--- config.mk ---
export PLATFORM = sky130hd
export DESIGN_NAME = gb_noise_regs
export DESIGN_NICKNAME = d
export VERILOG_FILES = /design/src/rtl/gb_noise_regs.sv
export SDC_FILE = /design/constraint.sdc
export NUM_CORES = 1
export LEC_CHECK = 0
export BUFFER_PORTS_ARGS = -buffer_cell sky130_fd_sc_hd__buf_2
export CORE_UTILIZATION = 25
export DETAILED_ROUTE_END_ITERATION = 6
export GPL_TIMING_DRIVEN = 0
export PLACE_DENSITY_LB_ADDON = 0.12
export SYNTH_ARGS = -nofsm -noshare
export SYNTH_HDL_FRONTEND = slang
export SYNTH_SLANG_ARGS = --single-unit
export TNS_END_PERCENT = 50
--- constraint.sdc ---
create_clock -name clk -period 3.5 [get_ports clk]
set_input_delay 0 -clock clk [delete_from_list [all_inputs] [get_ports clk]]
set_output_delay 0 -clock clk [all_outputs]
set_load 0.01 [all_outputs]
--- src/rtl/gb_noise_regs.sv ---
`default_nettype none
// ============================================================================
//  Module   : gb_noise_regs
//  Purpose  : CPU-visible register file for the Game Boy noise channel
//             (NR41..NR44 at 0xFF20..0xFF23). Decodes bus writes, exposes the
//             stored fields to the channel, generates the one-cycle trigger
//             (start) and length-reload (length_load) pulses, and provides
//             registered read-back with the hardware's unreadable bits forced
//             high.
//  Ports    : clk, reset          - clock, synchronous active-high reset
//             apu_on              - NR52 power bit (0 clears and locks regs)
//             addr/wr/rd/wdata    - CPU bus
//             rdata               - registered read data
//             length .. single    - decoded register fields to the channel
//             start, length_load  - one-cycle pulses to the channel
//             dac_on              - channel DAC enable from NR42[7:3]
//  Revision : 1.0 - initial release
// ============================================================================
module gb_noise_regs (
    input  logic        clk,
    input  logic        reset,
    input  logic        apu_on,
    input  logic [15:0] addr,
    input  logic        wr,
    input  logic        rd,
    input  logic [7:0]  wdata,
    output logic [7:0]  rdata,
    output logic [5:0]  length,
    output logic [3:0]  initial_volume,
    output logic        envelope_increasing,
    output logic [2:0]  num_envelope_sweeps,
    output logic [3:0]  shift_clock_freq,
    output logic        counter_width,
    output logic [2:0]  freq_dividing_ratio,
    output logic        single,
    output logic        start,
    output logic        length_load,
    output logic        dac_on
);

    // Upper 14 address bits shared by 0xFF20..0xFF23
    localparam logic [13:0] REG_BASE = 14'h3FC8;
    localparam logic [1:0]  IDX_NR41 = 2'd0;
    localparam logic [1:0]  IDX_NR42 = 2'd1;
    localparam logic [1:0]  IDX_NR43 = 2'd2;
    localparam logic [1:0]  IDX_NR44 = 2'd3;

    logic [5:0] nr41_q, nr41_d;
    logic [7:0] nr42_q, nr42_d;
    logic [7:0] nr43_q, nr43_d;
    logic       single_q, single_d;
    logic       start_q, start_d;
    logic       length_load_q, length_load_d;
    logic [7:0] rdata_q, rdata_d;

    logic       w_in_range;
    logic       w_wr_ok;
    logic       w_dac_on;
    logic [7:0] w_nr42_vis;
    logic [7:0] w_nr43_vis;
    logic       w_single_vis;
    logic [7:0] w_rd_val;

    assign w_in_range = (addr[15:2] == REG_BASE);
    assign w_wr_ok    = wr && apu_on && w_in_range;
    assign w_dac_on   = |nr42_q[7:3];

    // While powered off the registers are being forced to zero, so reads
    // return the cleared values even in the first powered-off cycle.
    assign w_nr42_vis   = apu_on ? nr42_q   : 8'h00;
    assign w_nr43_vis   = apu_on ? nr43_q   : 8'h00;
    assign w_single_vis = apu_on ? single_q : 1'b0;

    // Read mux works on the stored (pre-write) values, so a same-cycle
    // write and read of one register returns the old contents.
    always_comb begin
        w_rd_val = 8'hFF;
        if (w_in_range) begin
            case (addr[1:0])
                IDX_NR41: w_rd_val = 8'hFF;
                IDX_NR42: w_rd_val = w_nr42_vis;
                IDX_NR43: w_rd_val = w_nr43_vis;
                IDX_NR44: w_rd_val = {1'b1, w_single_vis, 6'b111111};
                default:  w_rd_val = 8'hFF;
            endcase
        end
    end

    always_comb begin
        nr41_d        = nr41_q;
        nr42_d        = nr42_q;
        nr43_d        = nr43_q;
        single_d      = single_q;
        start_d       = 1'b0;
        length_load_d = 1'b0;
        rdata_d       = rdata_q;

        if (rd) begin
            rdata_d = w_rd_val;
        end

        if (!apu_on) begin
            nr41_d   = 6'd0;
            nr42_d   = 8'd0;
            nr43_d   = 8'd0;
            single_d = 1'b0;
        end else if (w_wr_ok) begin
            case (addr[1:0])
                IDX_NR41: begin
                    nr41_d        = wdata[5:0];
                    length_load_d = 1'b1;
                end
                IDX_NR42: nr42_d = wdata;
                IDX_NR43: nr43_d = wdata;
                IDX_NR44: begin
                    single_d = wdata[6];
                    // Only one write per cycle, so NR42 cannot change
                    // alongside an NR44 write: the current DAC state is the
                    // post-write state.
                    start_d  = wdata[7] && w_dac_on;
                end
                default: ;
            endcase
        end
    end

    always_ff @(posedge clk) begin
        if (reset) begin
            nr41_q        <= 6'd0;
            nr42_q        <= 8'd0;
            nr43_q        <= 8'd0;
            single_q      <= 1'b0;
            start_q       <= 1'b0;
            length_load_q <= 1'b0;
            rdata_q       <= 8'h00;
        end else begin
            nr41_q        <= nr41_d;
            nr42_q        <= nr42_d;
            nr43_q        <= nr43_d;
            single_q      <= single_d;
            start_q       <= start_d;
            length_load_q <= length_load_d;
            rdata_q       <= rdata_d;
        end
    end

    // A pulse already scheduled when reset arrives is suppressed for the
    // whole reset cycle, so the channel never sees a trigger that reset
    // was meant to cancel.
    assign start       = start_q && !reset;
    assign length_load = length_load_q && !reset;

    assign rdata               = rdata_q;
    assign length              = nr41_q;
    assign initial_volume      = nr42_q[7:4];
    assign envelope_increasing = nr42_q[3];
    assign num_envelope_sweeps = nr42_q[2:0];
    assign shift_clock_freq    = nr43_q[7:4];
    assign counter_width       = nr43_q[3];
    assign freq_dividing_ratio = nr43_q[2:0];
    assign single              = single_q;
    assign dac_on              = w_dac_on;

endmodule
`default_nettype wire

# --- Word level (Yosys, flattened, before mapping) ---
# Cells that the tools add are included.
totals:
  regBits: 33
  inputBits: 29
  out_inout_bits: 34
  wordCells: 35
op_classes:
  n_eq_ne: 4
  mux: 6
  n_bitwise: 3
  reduce_logical: 15
ops:
  columns: ["cell", "n"]
  rows:
  - ["case mux 8 bit (4 select lines)", 1]
  - ["2-to-1 mux 8 bit", 3]
  - ["== test 14 bit, second input constant", 1]
  - ["AND reduction 2 bit", 4]
  - ["logical AND 1 bit", 5]
  - ["OR reduction 5 bit", 1]
  - ["== test 2 bit, second input constant", 2]
  - ["OR reduction 4 bit", 1]
  - ["NOT 1 bit", 3]
  - ["OR reduction 3 bit", 1]
  - ["== test 2 x 1 -> 1 bit, second input constant", 1]
  - ["zero test 2 bit", 1]
  - ["2-to-1 mux 1 bit", 2]
  - ["OR reduction 2 bit", 1]
  - ["zero test 1 bit", 1]

# --- Logic depth before layout (Yosys ltp) ---
# Gate-level depths: netlist (run 1).
depth:
  ltp_word: 4
  ltp_mapped: 6
  depth_no_buf: 4

# --- Worst setup path after synthesis (run 1) ---
# No wires, ideal clock.
synth_path:
  path_kind: "input to register"
  start: "input port addr[4]"
  end: "register nr42_q[0]"
  setup_ns: 0.072
  arrival_ns: 1.374
  t_required_ns: 3.428
  setup_slack_ns: 2.055
  stages: 5
  n_path_buf: 1
  path_cell_list: "or4b_1 > nor4_4 > and2_1 > buf_6 > mux2i_1"
synth_via:
  elab_chain_cells: 3
synth_lines:
  columns: ["item", "line", "rtl"]
  rows:
  - ["start, declared", "23", "input logic [15:0] addr,"]
  - ["== test 14 bit", "64", "assign w_in_range = (addr[15:2] == REG_BASE);"]
  - ["logical AND 1 bit", "65", "assign w_wr_ok = wr && apu_on && w_in_range;"]
  - ["AND reduction 2 bit (no source line)", null, null]
  - ["end signal, assigned", "138", "nr42_q <= nr42_d;"]
  - ["end, declared", "49", "logic [7:0] nr42_q, nr42_d;"]
# Every way passes these cells.
# A chain may end at the register's enable or synchronous reset.

# --- Worst setup path after layout (run 1) ---
layout_path:
  start: "input port addr[4]"
  end: "register nr42_q[4]"
# Same word-level chain as after synthesis.

==> metrics, run 1 <==
outcome finished clean; Routed Wire Length 4010 µm; clock buffer depth 2; I/O Buffers 60; critical path depth in cells 6; Fin. Hold Viols 0; Startpoint Class input port; Detailed Place HPWL 2910 µm; later-pin clock latency in the skew report 280 ps; fraction of registers with async set/reset 0; total gr overflow 0; worst hold path depth 3; Post-CTS Setup Inserts 0; Resized Gates After CTS 0; pin count of the biggest net entering global routing 11; Worst-Margin Slew 498 ps; fin crit share 0.399; clock root buffer clkbuf_8; count leader, synth nand2_1; Mapped Avg Cell Area 8.80 µm²; share of layout cells above drive strength 1 0.309; Slowest-stage cell, CP or4b_1; Final Core Density 0.344; Synth Warn # 0; CP peak stage delay 590 ps; Die ar. 6080 µm²; DRC Markers 0; Layout fillers 614; pwr dens 373 nW/µm²; RSZ-0062 raised after global routing false; critical setup path kind input port to flip-flop; worst endpoint required time 3710 ps; CP Max Fanout 8; Vias 1327; GPL Wtd Cong 0.732; DR vias/cell 4.39; min Tclk post-route 1400 ps; mapped cell area 1440 µm²; DRT iter0 DRCs 44; Initial Util 0.260; Synth cell types 23; Static Leak 0.915 nW; CTS sink cnt 33; sequential share of the synthesized area 0.458; Cell Chain, Critical Path buf_2 -> or4b_1 -> nor4_4 -> and2_1 -> buf_6 -> mux2i_1; Die X-Extent 78.0 µm; Hold Buf Count CTS 0; CP bufs+invs 2; Final Max Tran Viols 0; first-pass GRT wire length 6360 µm; clock slew at reported path FFs 60 ps; final-stage net count 260; Slew Limit Headroom 0.668; CP Data Arrival Time 1610 ps; Overall Global Routing Usage 0.141; prevailing post-synth register cell dfxtp_1; Die Ht 78.0 µm; Antenna diodes 0; syn nets 193; worst hold path class input port to flip-flop; CTS Buf Count 5; Yosys top cell area share 0.458; initial antenna violation count 0; synth cell count leaders nand2_1 (48), dfxtp_1 (33), mux2i_1 (23); Top Ports 63; Fmax 716 MHz; number of synthesized flops with an enable pin 0; CTS tree built; r2r worst-path depth 3; top cells by area, synth dfxtp_1 (46%), mux2i_1 (16%), nand2_1 (12%), a22o_1 (4.2%), a211oi_1 (4.2%); Syn-to-layout area delta 32.2%; worst hold slack 18.0 ps; remaining antenna violation count 0; vias in the first global route 1310; crit-path leading delay family simple AND/OR/NAND/NOR gates; Max IR drop VDD 0.000180 V; Max Cap Violations 0; synthesis-stage register bit count 33; DR pass1 iterations 4; final setup violation count 0; DR WL/cell 13.3 µm; TNS Setup 0 ps; row cnt 27; htree depth 2; clk_skew 2.47 ps; Core Region 5540 µm²; Mapped Cells 164; post-synth top area cell dfxtp_1; CP endpoint kind flip-flop
## final timing paths
path,start,endpoint,slack (ps)
setup / recovery,addr[4],nr42_q[4],2100
hold / removal,wdata[4],nr43_q[4],20
setup reg to reg,nr42_q[3],rdata[3],2490
hold reg to reg,length[1],length[1],460
## tightest hold or removal path, stage by stage
cell and delay, ps:
buf_2 100, nand2_1 80, mux2i_1 70
## report_power, final
part	internal (mW)	switching, mW
clock network	0.131	0.129
registers	0.382	0.00288
logic	0.0282	0.0386
total	0.541	0.171
## per-stage QoR
stage	area [µm²]	setup WS [ps]	power [mW]	std cells
after floorplan	1440	2050	0.428	164
after global placement	1830	1820	0.461	296
after detailed placement	1830	1810	0.461	296
after CTS	1910	2100	0.724	302
after global routing	1910	2030	0.752	302
final	1910	2100	0.712	302
## placed cells by master, fill, tap and decap left out, types with 2 or more instances in the layout
master	n
nor2b_1	5
a22o_1	7
mux2i_1	23
clkbuf_1	9
a211oi_1	8
and2_1	2
nor2_1	11
nand4_1	2
clkbuf_8	5
buf_2	61
a21oi_1	2
nand2_2	2
dfxtp_1	33
nand2_1	48
nand3_1	2
## final cells by class
| cell class | count | area [µm²] | area share |
|---|---|---|---|
| plain buffers | 11 | 50.0 | 0.0262 |
| clock inverters | 1 | 5.00 | 0.00262 |
| clock buffers | 5 | 68.8 | 0.0361 |
| multi-input cells | 119 | 728 | 0.382 |
| flip-flops and latches | 33 | 661 | 0.346 |
| repair buffers | 60 | 300 | 0.157 |
| well taps | 72 | 90.1 | 0.0472 |
| inverters | 1 | 3.75 | 0.00197 |
## flip-flops by register name, indices dropped and copies added (netlist names)
name,flops
start_q,1
rdata,8
length,6
length_load_q,1
nr42_q,8
single,1
nr43_q,8
## per-layer routing
metal  vias to the layer above  global-route usage  routed length, µm
met2                        53               0.227               1680
met3                         8              0.0412                265
met4                         0              0.0500                 49
met1                       578               0.179               2010
li1                        688                   -                  -
met5                         -                   0                  0
## cells by family after synthesis
family | after synthesis | synth area share
AND/OR/NAND/NOR | 78 | 0.251
buffers and inverters | 12 | 0.0373
AO/OA/AOI/OAI | 18 | 0.0945
multiplexers | 23 | 0.160
flip-flops | 33 | 0.458
Power figures use the tool's default switching activity.
==> inputs of run 2 (changes only) <==
clock period = 1.3 ns   (was 3.5 ns; I/O delays follow)
==> run 2 against run 1 <==
Effect of this change: first-iteration DRC count is 6.8% lower; clock power grew to 3.8 times the previous value; sequential share of layout area is 0.93 points lower; register-to-register slack worse by 2200 ps; worst setup slack worse by 2100 ps; utilization is 0.95 points higher; critical path depth stayed put.
==> metrics, run 2 (same netlist as run 1, synthesis figures left out) <==
Die ar. 6080 µm² (unchanged); CP endpoint kind flip-flop; Detailed Place HPWL 2910 µm (-0.19%); clock root buffer clkbuf_8; CTS tree built; Die Ht 78.0 µm (unchanged); pwr dens 1130 nW/µm² (+200%); register area 661 µm² (unchanged); CTS Buf Count 5 (unchanged); remaining antenna violation count 0 (unchanged); DRT iter0 DRCs 41 (-6.8%); initial antenna violation count 0 (unchanged); share of layout cells above drive strength 1 0.323 (+0.0146); CP Data Arrival Time 1470 ps (-140 ps); Antenna diodes 0 (unchanged); CP Max Fanout 8 (unchanged); CTS sink cnt 33 (unchanged); Tot Pwr 2.21 mW (+210%); Vias 1335 (+0.60%); Worst-Margin Slew 518 ps (+19.5 ps); later-pin clock latency in the skew report 280 ps (about the same); Fmax 795 MHz; DR pass1 iterations 4 (unchanged); Hold Buf Count CTS 0 (unchanged); first-pass GRT wire length 6170 µm (-3.0%); Core Region 5540 µm² (unchanged); vias in the first global route 1265 (-3.4%); clk_skew 3.48 ps (+1.02 ps); multi-input logic area 734 µm² (+0.86%); most frequent cells in the layout buf_2 (60), nand2_1 (48), dfxtp_1 (33), mux2i_1 (23), nor2_1 (11); Max Cap Violations 0 (unchanged); Initial Util 0.260 (unchanged); outcome finished clean; worst hold path class input port to flip-flop; row cnt 27 (unchanged); DRC Markers 0 (unchanged); htree depth 2 (unchanged); DR vias/cell 4.39 (about the same); Max IR drop VDD 0.000475 V (+160%); final setup violation count 0 (unchanged); min Tclk post-route 1260 ps; commonest non-fill, non-tap cell in the layout buf_2; fin crit share 0.968; Layout fillers 602 (-2.0%); Placed Cells 296 (unchanged); Startpoint Class input port; Die X-Extent 78.0 µm (unchanged); DR WL/cell 13.2 µm (-0.83%); critical setup path kind input port to flip-flop; clock slew at reported path FFs 60 ps (about the same); pin count of the biggest net entering global routing 11 (unchanged); Top Ports 63 (unchanged); Static Leak 0.941 nW (+2.8%); Syn-to-layout area delta 35.8%; worst endpoint required time 1510 ps (-2200 ps); I/O Buffers 60 (unchanged); total gr overflow 0 (unchanged); Routed Wire Length 4000 µm (-0.17%); Slew Limit Headroom 0.655 (-0.0130); clock buffer depth 2 (unchanged); final-stage net count 260 (unchanged); GPL Wtd Cong 0.717 (-2.1%); Fin. Hold Viols 0 (unchanged); Overall Global Routing Usage 0.137 (-0.00429); Non-Filler Instances 304 (+0.66%); Final Max Tran Viols 0 (unchanged)
run 2: cell count changes in the layout (fill, tap and decap cells not counted), sizes merged:
| cell | change |
|---|---|
| clkbuf | +2 |
| bufinv | +1 |
| clkinv | -1 |
run 2: critical path, stage by stage:
cell and delay [ps]:
buf_6 90, or4b_4 550, nor4_4 210, buf_4 180, and2_4 250, mux2i_1 200
run 2: stage by stage:
stage	instance area [µm²]	setup TNS (ps)	utilization	hold slack [ps]	setup slack, ps
2_1_floorplan	1450	-140	-	46.4	-17.6
3_3_place_gp	1840	-8260	0.332	284	-320
3_5_place_dp	1840	-7970	0.332	279	-313
4_1_cts	1950	0	0.353	15.7	21.2
5_1_grt	1960	-0.766	0.354	32.0	-0.766
6_report	1960	0	0.354	21.3	41.5
run 2: area by class of cell:
class | instances | area share
Timing Repair Buffer | 61 | 0.160
Multi-Input combinational cell | 119 | 0.375
Tap cell | 72 | 0.0460
Buffer | 10 | 0.0204
Inverter | 1 | 0.00192
Clock inverter | 1 | 0.0153
Sequential cell | 33 | 0.337
Clock buffer | 7 | 0.0441
run 2: what timing repair did:
item                                   CTS  global route
setup endpoints to repair                6            11
pin swaps                                0             2
endpoints found under the hold margin    0             0
setup buffers                            0             1
resized for setup                        1             2
run 2: path summary, 6_finish.rpt:
check                           startpoint         to  slack [ps]  cells after the start
worst max-delay path               addr[6]  nr42_q[6]          40                      6
worst max register to register   nr42_q[3]   rdata[3]         280                      3
worst min-delay path              wdata[6]  nr43_q[6]          20                      3
worst min register to register   length[5]  length[5]         460                      2
run 2: report_power, final:
group          total, mW  switching [mW]  leakage (nW)  internal (mW)
Combinational      0.183           0.104         0.615         0.0788
Sequential          1.04         0.00768         0.268           1.03
Clock              0.991           0.366        0.0585          0.625
run 2: routing by layer:
metal,vias up,part of all wire,track usage
met2,52,0.44,0.220
met1,587,0.49,0.171
met4,0,0.0052,0.0500
li1,694,-,-
met5,-,0,0
met3,2,0.065,0.0412
